### src/rtl/ack_resp.sv
// Responder side of the req/ack bus handshake: round-robin arbitration between two
// requesters, programmable wait/recovery, registered one-hot ack and memory strobes.
module ack_resp #(
    parameter int WS_W = 4
) (
    input  logic            clk,
    input  logic            reset,
    input  logic [1:0]      req,
    input  logic [1:0]      rw,
    input  logic [WS_W-1:0] wait_cfg,
    input  logic [WS_W-1:0] rec_cfg,
    output logic [1:0]      gnt,
    output logic [1:0]      ack,
    output logic            oe,
    output logic            we,
    output logic            busy
);

    // state   | meaning
    // S_IDLE  | sampling req, nothing granted
    // S_WAIT  | granted, counting wait states
    // S_ACK   | single ack / data-latch cycle
    // S_RECOV | bus recovery before next grant
    typedef enum logic [1:0] {S_IDLE, S_WAIT, S_ACK, S_RECOV} state_t;

    state_t          state_q, state_d;
    logic [WS_W-1:0] cnt_q, cnt_d;
    logic [WS_W-1:0] rcfg_q, rcfg_d;
    logic            rd_q, rd_d;
    logic            last_q, last_d;
    logic [1:0]      gnt_q, gnt_d;
    logic [1:0]      ack_q, ack_d;
    logic            oe_q, oe_d;
    logic            we_q, we_d;
    logic            busy_q, busy_d;
    logic            win;
    logic [1:0]      win_oh;

    always_comb begin
        state_d = state_q;
        cnt_d   = cnt_q;
        rcfg_d  = rcfg_q;
        rd_d    = rd_q;
        last_d  = last_q;
        win     = 1'b0;

        case (state_q)
            S_IDLE: begin
                if (req != 2'b00) begin
                    if (req == 2'b11) win = ~last_q;
                    else              win = req[1];
                    last_d  = win;
                    rd_d    = rw[win];
                    cnt_d   = wait_cfg;
                    rcfg_d  = rec_cfg;
                    state_d = S_WAIT;
                end
            end
            S_WAIT: begin
                if (cnt_q == '0) state_d = S_ACK;
                else             cnt_d   = cnt_q - WS_W'(1);
            end
            S_ACK: begin
                if (rcfg_q != '0) begin
                    state_d = S_RECOV;
                    cnt_d   = rcfg_q;
                end else begin
                    state_d = S_IDLE;
                end
            end
            S_RECOV: begin
                // guard against 0 so the counter can never wrap
                if (cnt_q != '0) cnt_d = cnt_q - WS_W'(1);
                if (cnt_q <= WS_W'(1)) state_d = S_IDLE;
            end
            default: state_d = S_IDLE;
        endcase

        // outputs are decoded from the next state so they appear registered
        win_oh = last_d ? 2'b10 : 2'b01;
        gnt_d  = ((state_d == S_WAIT) || (state_d == S_ACK)) ? win_oh : 2'b00;
        ack_d  = (state_d == S_ACK) ? win_oh : 2'b00;
        oe_d   = ((state_d == S_WAIT) || (state_d == S_ACK)) && rd_d;
        we_d   = (state_d == S_ACK) && !rd_d;
        busy_d = (state_d != S_IDLE);
    end

    always_ff @(posedge clk or posedge reset) begin
        if (reset) begin
            state_q <= S_IDLE;
            cnt_q   <= '0;
            rcfg_q  <= '0;
            rd_q    <= 1'b0;
            last_q  <= 1'b1;
            gnt_q   <= 2'b00;
            ack_q   <= 2'b00;
            oe_q    <= 1'b0;
            we_q    <= 1'b0;
            busy_q  <= 1'b0;
        end else begin
            state_q <= state_d;
            cnt_q   <= cnt_d;
            rcfg_q  <= rcfg_d;
            rd_q    <= rd_d;
            last_q  <= last_d;
            gnt_q   <= gnt_d;
            ack_q   <= ack_d;
            oe_q    <= oe_d;
            we_q    <= we_d;
            busy_q  <= busy_d;
        end
    end

    assign gnt  = gnt_q;
    assign ack  = ack_q;
    assign oe   = oe_q;
    assign we   = we_q;
    assign busy = busy_q;

endmodule
### config.mk
export PLATFORM = sky130hd
export DESIGN_NAME = ack_resp
export DESIGN_NICKNAME = d
export VERILOG_FILES = /design/src/rtl/ack_resp.sv
export SDC_FILE = /design/constraint.sdc
export NUM_CORES = 1
export LEC_CHECK = 0
export ABC_AREA = 1
export CORE_UTILIZATION = 48
export CTS_CLUSTER_SIZE = 10
export DETAILED_ROUTE_END_ITERATION = 12
export GPL_ROUTABILITY_DRIVEN = 0
export GPL_TIMING_DRIVEN = 0
export PLACE_DENSITY = 0.73
export SLEW_MARGIN = 10
export SYNTH_ARGS = -nofsm -noshare
export SYNTH_HDL_FRONTEND = slang
export SYNTH_SLANG_ARGS = --single-unit
### constraint.sdc
create_clock -name clk -period 2.05 [get_ports clk]
set_clock_uncertainty 0.05 [all_clocks]
set_input_delay 0.205 -clock clk [delete_from_list [all_inputs] [get_ports clk]]
set_output_delay 0.205 -clock clk [all_outputs]
set_load 0.02 [all_outputs]
==> Word level (Yosys, flattened, before mapping) <==
Cells that the tools add are included.
{ "classes": {"addsub": 1, "magnitude_cmp": 2, "eq_ne": 10, "n_mux": 22, "bitwise_logic": 1, "n_reduce_logical": 12} }
{ "ops": {"columns": ["operator", "n"], "rows": [
  ["two-way mux 4 bit", 4],
  ["case mux 4 bit (4 select lines)", 1],
  ["two-way mux 2 bit", 7],
  ["two-way mux 1 bit", 9],
  ["equality test 2 bit (second input constant)", 4],
  ["inequality test 2 bit (second input constant)", 4],
  ["case mux 2 bit (4 select lines)", 1],
  ["nonzero test 4 bit", 2],
  ["equality test 2 x 1 -> 1 bit (second input constant)", 2],
  ["less-or-equal comparator 4 x 1 -> 1 bit (second input constant)", 1],
  ["zero test 4 bit", 1],
  ["AND reduction 4 bit", 1],
  ["nonzero test 2 bit", 2],
  ["subtractor 4 x 1 -> 4 bit (second input constant)", 1],
  ["logical AND 1 bit", 2],
  ["zero test 2 bit", 1],
  ["less-than comparator 1 x 2 -> 1 bit (second input constant)", 1],
  ["AND reduction 2 bit", 1],
  ["zero test 1 bit", 1],
  ["logical OR 1 bit", 1],
  ["inverter 1 bit", 1]
]} }
{ "word_totals": {"register_bits": 19, "in_bits": 14, "wordCells": 58} }

==> Depth between registers and ports, before layout <==
Gate-level depths: netlist of run 1.
{ "depth": {"word_depth": 10, "ltp_mapped": 10} }

==> Least setup slack after synthesis of run 1 <==
No wires, ideal clock.
{ "synth_path": {"path_kind": "reg-to-reg", "start": "reg cnt_q[0]", "end": "reg gnt_q[1] (netlist: gnt[1])", "setup_ns": 0.122, "arrival_ns": 1.425, "required_time_ns": 1.878, "path_slack_ns": 0.453, "path_stages_with_launch": 10, "path_buffers": 0, "period_less_slack_ns": 1.597, "cell_sequence": "dfrtp_1 inv_1 ha_1 nand3_1 nand2_2 inv_1 a21oi_1 ha_1 inv_1 nor2_1"} }
{ "synth_via": {"elab_chain_cells": 6, "word_cells_on_any_way": 9} }
{ "synth_lines": {"columns": ["element", "line_no", "text"], "rows": [
  ["start: declaration", "27", "logic [WS_W-1:0] cnt_q, cnt_d;"],
  ["start signal: assignment", "102", "cnt_q <= cnt_d;"],
  ["less-or-equal comparator 4 x 1 -> 1 bit / zero test 4 bit (equally long branches)", "74, 60", null],
  ["two-way mux 2 bit, on equally long branches", "74, 60", null],
  ["case mux 2 bit (4 select lines) (*)", "47", "case (state_q)"],
  ["equality test 2 x 1 -> 1 bit / equality test 2 bit (equally long branches)", "81", "gnt_d = ((state_d == S_WAIT) || (state_d == S_ACK)) ? win_oh : 2'b00;"],
  ["logical OR 1 bit (*)", "81", null],
  ["two-way mux 2 bit (*)", "81", null],
  ["named net gnt_d[1]", "31", "logic [1:0] gnt_q, gnt_d;"],
  ["end signal: assignment", "106", "gnt_q <= gnt_d;"],
  ["end: declaration", "31", null]
]} }
The timed path passes the listed nets; every way through them passes the cells marked *.
A chain may end at the register's enable or synchronous reset.

==> Final worst setup path of run 1 <==
Same ends and word-level chain as after synthesis.

==> results.cfg, run 1 <==
[global_routing]
grt_pass1_wl_um = 2830
grt_overflow = 0
grt_max_degree = 20
track_usage_pct = 18.1
antenna_found_initial = 0
grt_pass1_vias = 660

[route]
ant_nets = 0
drt_wl_total_um = 1810
avgRoutedWirePerCell_um = 10.4
vias_per_cell = 4.62
drt_iter0_drc = 8
drt_first_pass_iters = 4
vias = 800
drc = 0

[synth]
seq_area_frac_synth_pct = 47.0
netlist_area_mm2 = 0.00101
synth_top_area_share_pct = 44.4
synth_area_leaders = dfrtp_1, nand2_1, ha_1, inv_1, nor2_1
synth_cells = 122
syn_area_per_cell_um2 = 8.31
ys_types = 22
syn_nets = 141
ys_ff_latch = 19
ys_warn_count = 0
yosysTopAreaCell = dfrtp_1

[cts]
cts_made_buffers = 3
cts_root_buf = clkbuf_4
post_cts_buffers = 0
ctsHtreeMaxLevel = 1
cts_hold_buf = 0
worst_skew_pair.late_latency_ns = 0.30
cts_buffer_depth = 2
clkSinkCount = 19
cts_tree = done
cts_resized = 0
clkTransAtPathRegs_ns = 0.11

[cells_and_area]
antenna_cells = 0
fin_area_mm2 = 0.00127
syn2layout_area_growth_pct = 25.8
layout.nets = 166
drive_gt1_share_pct = 14.4

[sta]
setup_tns_ns = 0
fin_crit_ns = 1.78
report.final.slew_viol_count = 0
hold_violations = 0
rsz0062_at_grt = false
relSlewSlack_pct = 52.2
period_share_pct = 87.0
setup_viol = 0
worstMarginPinSlew_ns = 0.717
clock.fmax_mhz = 560

[power]
swShare_pct = 44.2
p_comb_share_pct = 51.2
p_per_area_mw_per_mm2 = 1400
p_int_uw = 998
p_clk_share_pct = 10.8
ir_worst_vdd_v = 0.000705
switching_power_uw = 792
leakage_uw = 0.000628
power_frac_seq_pct = 38.0

[floorplanning]
core_mm2 = 0.00198
die_w_um = 48.0
die_height_um = 48.0
start_util_pct = 51.1
core.rowCount = 16
io-pin-count = 21
dieArea_mm2 = 0.00230

[critical_path]
worst-path-max-fanout = 5
crit_slowest_cell = dfrtp_1
path_cells = inv_1 > ha_1 > nand3_1 > nand2_2 > inv_1 > a21oi_1 > ha_1 > inv_1 > nor2_1
crit_path_end_kind = flip-flop
required_ns = 2.20
cp_slowest_stage_delay_ns = 0.42
cp.arrival_ns = 1.94
worstSetupStartpointType = flip-flop
crit_buf_inv = 3
critPathTopFamily = adder cells
cp_common_cell = inv_1
crit_type = reg2reg

[run_status]
status = finished, final reports clean

[placement]
port-buffer-count = 20
place_area_mm2 = 0.00125
hpwl_um = 1410

[flow_run]
cap_violations = 0

[worst_hold_path]
worstHoldPathType = in2async
==> registers in the layout, indices dropped and copies added (netlist names) <==
register,count
rcfg_q,4
ack,2
cnt_q,4
rd_q,1
busy,1
gnt,2
state_q,2
oe,1
last_q,1
we,1
==> worst register-to-register path, delay by kind of cell, from the launching register on <==
kind,cells,cell delay [ns]
fa+ha+maj,2,0.42
compound gates,1,0.20
simple gates,3,0.31
buf+inv,3,0.30
flops,1,0.42
==> cell usage after synthesis <==
cell and n:
nor2_4 3, nand3_1 6, nor2_8 1, o211ai_1 2, a21o_2 1, inv_1 15, nor2_2 1, or2_2 1
dfstp_2 1, nand3_2 1, nand2_4 1, o21ai_0 6, nor2_1 12, o21ai_2 1, ha_1 5, inv_2 2
dfrtp_1 18, nand2_1 38, nand2_2 2, a21oi_1 2, inv_4 2, nand3b_1 1
==> power groups by stage <==
stage | logic (uW) | registers [uW] | clock network (uW)
CTS | 932 | 680 | 205
global placement | 908 | 680 | 0
finish | 916 | 680 | 193
detailed placement | 928 | 688 | 0
floorplan | 624 | 720 | 0
global route | 1070 | 702 | 215
==> cells in the final DEF (no fill, tap or decap), drive strengths merged <==
cell type	netlist	layout
a21o	1	1
a21oi	2	2
clkbuf	0	3
clkdlybuf4s50	0	20
clkinv	0	1
dfrtp	18	18
dfstp	1	1
ha	5	5
inv	19	19
nand2	41	41
nand3	7	7
nand3b	1	1
nor2	17	17
o211ai	2	2
o21ai	7	7
or2	1	1
==> logic make-up after synthesis <==
family / Yosys count / share of synthesized area [%]
buf+inv: 19 / 7.53
flops: 19 / 47.0
compound gates: 12 / 7.16
fa+ha+maj: 5 / 6.17
simple gates: 67 / 32.1
==> final cells by class <==
| class | instances | area (um^2) |
|---|---|---|
| clock inverter | 1 | 5.00 |
| sequential | 19 | 477 |
| timing repair buffer | 20 | 200 |
| multi-input combinational | 84 | 460 |
| inverter | 19 | 76.3 |
| clock buffer | 3 | 22.5 |
| fill | 171 | 707 |
| tap | 27 | 33.8 |
==> metrics by stage <==
stage	utilization [%]	hold slack (ns)	cells	power, uW	worst slack [ns]
after global routing	64.3	0.353	173	1980	0.111
final	64.3	0.268	173	1790	0.266
after detailed placement	62.9	0.444	169	1620	0.0592
after global placement	62.9	0.435	169	1590	0.0809
after CTS	64.3	0.295	173	1820	0.249
after floorplan	-	0.105	122	1340	0.453
==> metal layers <==
metal	part of all wire [%]	wire length, um	GRT usage, %
met5	0	0	0
met4	2.4	44	10.0
met1	47	850	24.2
met3	4.0	72	2.64
met2	46	837	27.8
==> path summary, 6_finish.rpt <==
kind,startpoint,cells past startpoint,slack (ns),to
worst min-delay path,reset,2,0.27,busy
min in group clk,rec_cfg[1],3,0.38,rcfg_q[1]
worst max register to register,cnt_q[0],9,0.27,gnt[1]
worst max-delay path,cnt_q[0],9,0.27,gnt[1]
max in group asynchronous,reset,2,1.23,cnt_q[0]
worst min register to register,rcfg_q[2],2,0.47,rcfg_q[2]
Note: power is estimated with default switching activity, not from simulation.
==> run 2, diff against run 1 <==
--- a/config.mk
+++ b/config.mk
@@ -6,12 +6,12 @@
 export NUM_CORES = 1
 export LEC_CHECK = 0
 export ABC_AREA = 1
-export CORE_UTILIZATION = 48
+export CORE_UTILIZATION = 45
 export CTS_CLUSTER_SIZE = 10
 export DETAILED_ROUTE_END_ITERATION = 12
 export GPL_ROUTABILITY_DRIVEN = 0
 export GPL_TIMING_DRIVEN = 0
-export PLACE_DENSITY = 0.73
+export PLACE_DENSITY = 0.69
 export SLEW_MARGIN = 10
 export SYNTH_ARGS = -nofsm -noshare
 export SYNTH_HDL_FRONTEND = slang
==> run 2 against run 1 <==
Net effect:
- register-to-register slack lost 0.02 ns
- via count increased by 0.25%
- core utilization is 1.9 points lower
- sequential power barely moved
- clock power down 2%
- routed wire length increased by 4.7%
- final cell count unchanged
- global-route usage is 1.1 points higher
- sequential cell count unchanged
- power rose by 0.33%
- critical path depth unchanged
- non-clock buffer count unchanged
- highest routed layer unchanged
==> results.cfg, run 2 (same netlist as run 1, synthesis figures left out) <==
[cells_and_area]
fin_area_mm2 = 0.00127
fillers = 209
layout_common_cells = nand2_1, clkdlybuf4s50_1, dfrtp_1
layout_commonest_cell = nand2_1
drive_gt1_share_pct = 14.4
post-route-util_pct = 62.4
top_regs = cnt_q (4), rcfg_q (4)
syn2layout_area_growth_pct = 25.8
antenna_cells = 0
layout.nets = 166

[power]
ir_worst_vdd_v = 0.000956
p_clk_share_pct = 10.5
swShare_pct = 44.5
p_total_uw = 1800
switching_power_uw = 799
p_per_area_mw_per_mm2 = 1410
leakage_uw = 0.000628
p_int_uw = 997
p_comb_share_pct = 51.6
power_frac_seq_pct = 37.8

[critical_path]
crit_type = reg2reg
cp_common_cell = inv_1
required_ns = 2.19
cp.arrival_ns = 1.95
path_cells = inv_1 > ha_1 > nand3_1 > nand2_2 > inv_1 > a21oi_1 > ha_1 > inv_1 > nor2_1
r2r_start = cnt_q[0]
cp_slowest_stage_delay_ns = 0.42
r2r_slack_ns = 0.25
critPathLaunch = cnt_q[0]
crit_slowest_cell = dfrtp_1
cp-endpoint = gnt[0]
crit_path_end_kind = flip-flop
worstRegToRegCells = 9
r2r_end = gnt[0]
worst-path-max-fanout = 5
worstSetupStartpointType = flip-flop

[sta]
fin_crit_ns = 1.80
clock.fmax_mhz = 555
rsz0062_at_grt = false
setup_viol = 0
report.final.slew_viol_count = 0
setup_tns_ns = 0
worstMarginPinSlew_ns = 0.711
hold_violations = 0
relSlewSlack_pct = 52.6
period_share_pct = 87.8

[cts]
clkSinkCount = 19
cts_resized = 0
cts_root_buf = clkbuf_4
cts_buffer_depth = 2
cts_hold_buf = 0
worst_skew_pair.late_latency_ns = 0.29
cts_tree = done
ctsHtreeMaxLevel = 1
cts_made_buffers = 3
clkTransAtPathRegs_ns = 0.11
post_cts_buffers = 0

[route]
vias_per_cell = 4.64
drc = 0
drt_first_pass_iters = 4
vias = 802
drt_wl_total_um = 1890
drt_iter0_drc = 9
avgRoutedWirePerCell_um = 10.9
ant_nets = 0

[floorplanning]
start_util_pct = 49.6
die_height_um = 49.5
io-pin-count = 21
core.rowCount = 16
die_w_um = 49.5
dieArea_mm2 = 0.00245
core_mm2 = 0.00204

[global_routing]
grt_pass1_wl_um = 3520
grt_pass1_vias = 814
grt_overflow = 0
grt_max_degree = 20
antenna_found_initial = 0
track_usage_pct = 19.1

[flow_run]
cap_violations = 0

[worst_hold_path]
worstHoldPathType = in2async

[run_status]
status = finished, final reports clean

[placement]
hpwl_um = 1500
port-buffer-count = 20
place_area_mm2 = 0.00125
run 2: cell counts in the layout (fill, tap and decap cells not counted):
No cell type changed its count.
run 2: worst min path at each step:
| stage | slack [ns] | cells after the start | to | startpoint |
|---|---|---|---|---|
| floorplan | 0.11 | 1 | ack[0] | reset |
| global placement | 0.44 | 2 | rcfg_q[2] | rcfg_q[2] |
| detailed placement | 0.44 | 2 | rcfg_q[2] | rcfg_q[2] |
| CTS | 0.30 | 2 | cnt_q[3] | reset |
| global route | 0.33 | 2 | cnt_q[3] | reset |
| finish | 0.27 | 2 | cnt_q[3] | reset |
run 2: power groups by stage:
stage | Sequential [uW] | Combinational (uW) | Clock, uW
2_1_floorplan | 720 | 624 | 0
3_3_place_gp | 684 | 906 | 0
3_5_place_dp | 689 | 931 | 0
4_1_cts | 681 | 940 | 198
5_1_grt | 702 | 1080 | 214
6_report | 680 | 927 | 189
run 2: layout make-up:
type	count	area, um^2	share of cell area (%)
Clock inverter	1	5.00	0.393
Tap cell	27	33.8	2.65
Clock buffer	3	22.5	1.77
Inverter	19	76.3	5.99
Sequential cell	19	477	37.4
Multi-Input combinational cell	84	460	36.1
Timing Repair Buffer	20	200	15.7
run 2: worst max-delay path: cells and delay by family (launching register included):
family / cells / cell delay, ns
adders and majority gates: 2 / 0.42
and+or+nand+nor: 3 / 0.32
AOI/OAI and AO/OA: 1 / 0.18
DFF: 1 / 0.42
buffers and inverters: 3 / 0.31
run 2: stage by stage:
stage                     hold WS (ns)  worst slack [ns]  cells
after floorplan                  0.105             0.453    122
after global placement           0.437             0.109    169
after detailed placement         0.439            0.0756    169
after CTS                        0.295             0.246    173
after global routing             0.333            0.0621    173
final                            0.266             0.249    173
run 2: metal layers:
layer | GRT usage [%] | share of wire, % | vias up
met3 | 4.32 | 3.9 | 2
met2 | 32.4 | 50 | 16
met5 | 0 | 0 | -
li1 | - | - | 424
met1 | 23.7 | 46 | 360
met4 | 7.14 | 0.63 | 0
==> run 3, diff against run 2 <==
--- a/config.mk
+++ b/config.mk
@@ -12,6 +12,7 @@
 export GPL_ROUTABILITY_DRIVEN = 0
 export GPL_TIMING_DRIVEN = 0
 export PLACE_DENSITY = 0.69
+export REMOVE_ABC_BUFFERS = 1
 export SLEW_MARGIN = 10
 export SYNTH_ARGS = -nofsm -noshare
 export SYNTH_HDL_FRONTEND = slang
==> results of run 3 <==
Same layout as run 2: the final DEF is identical, and so are final timing and power.
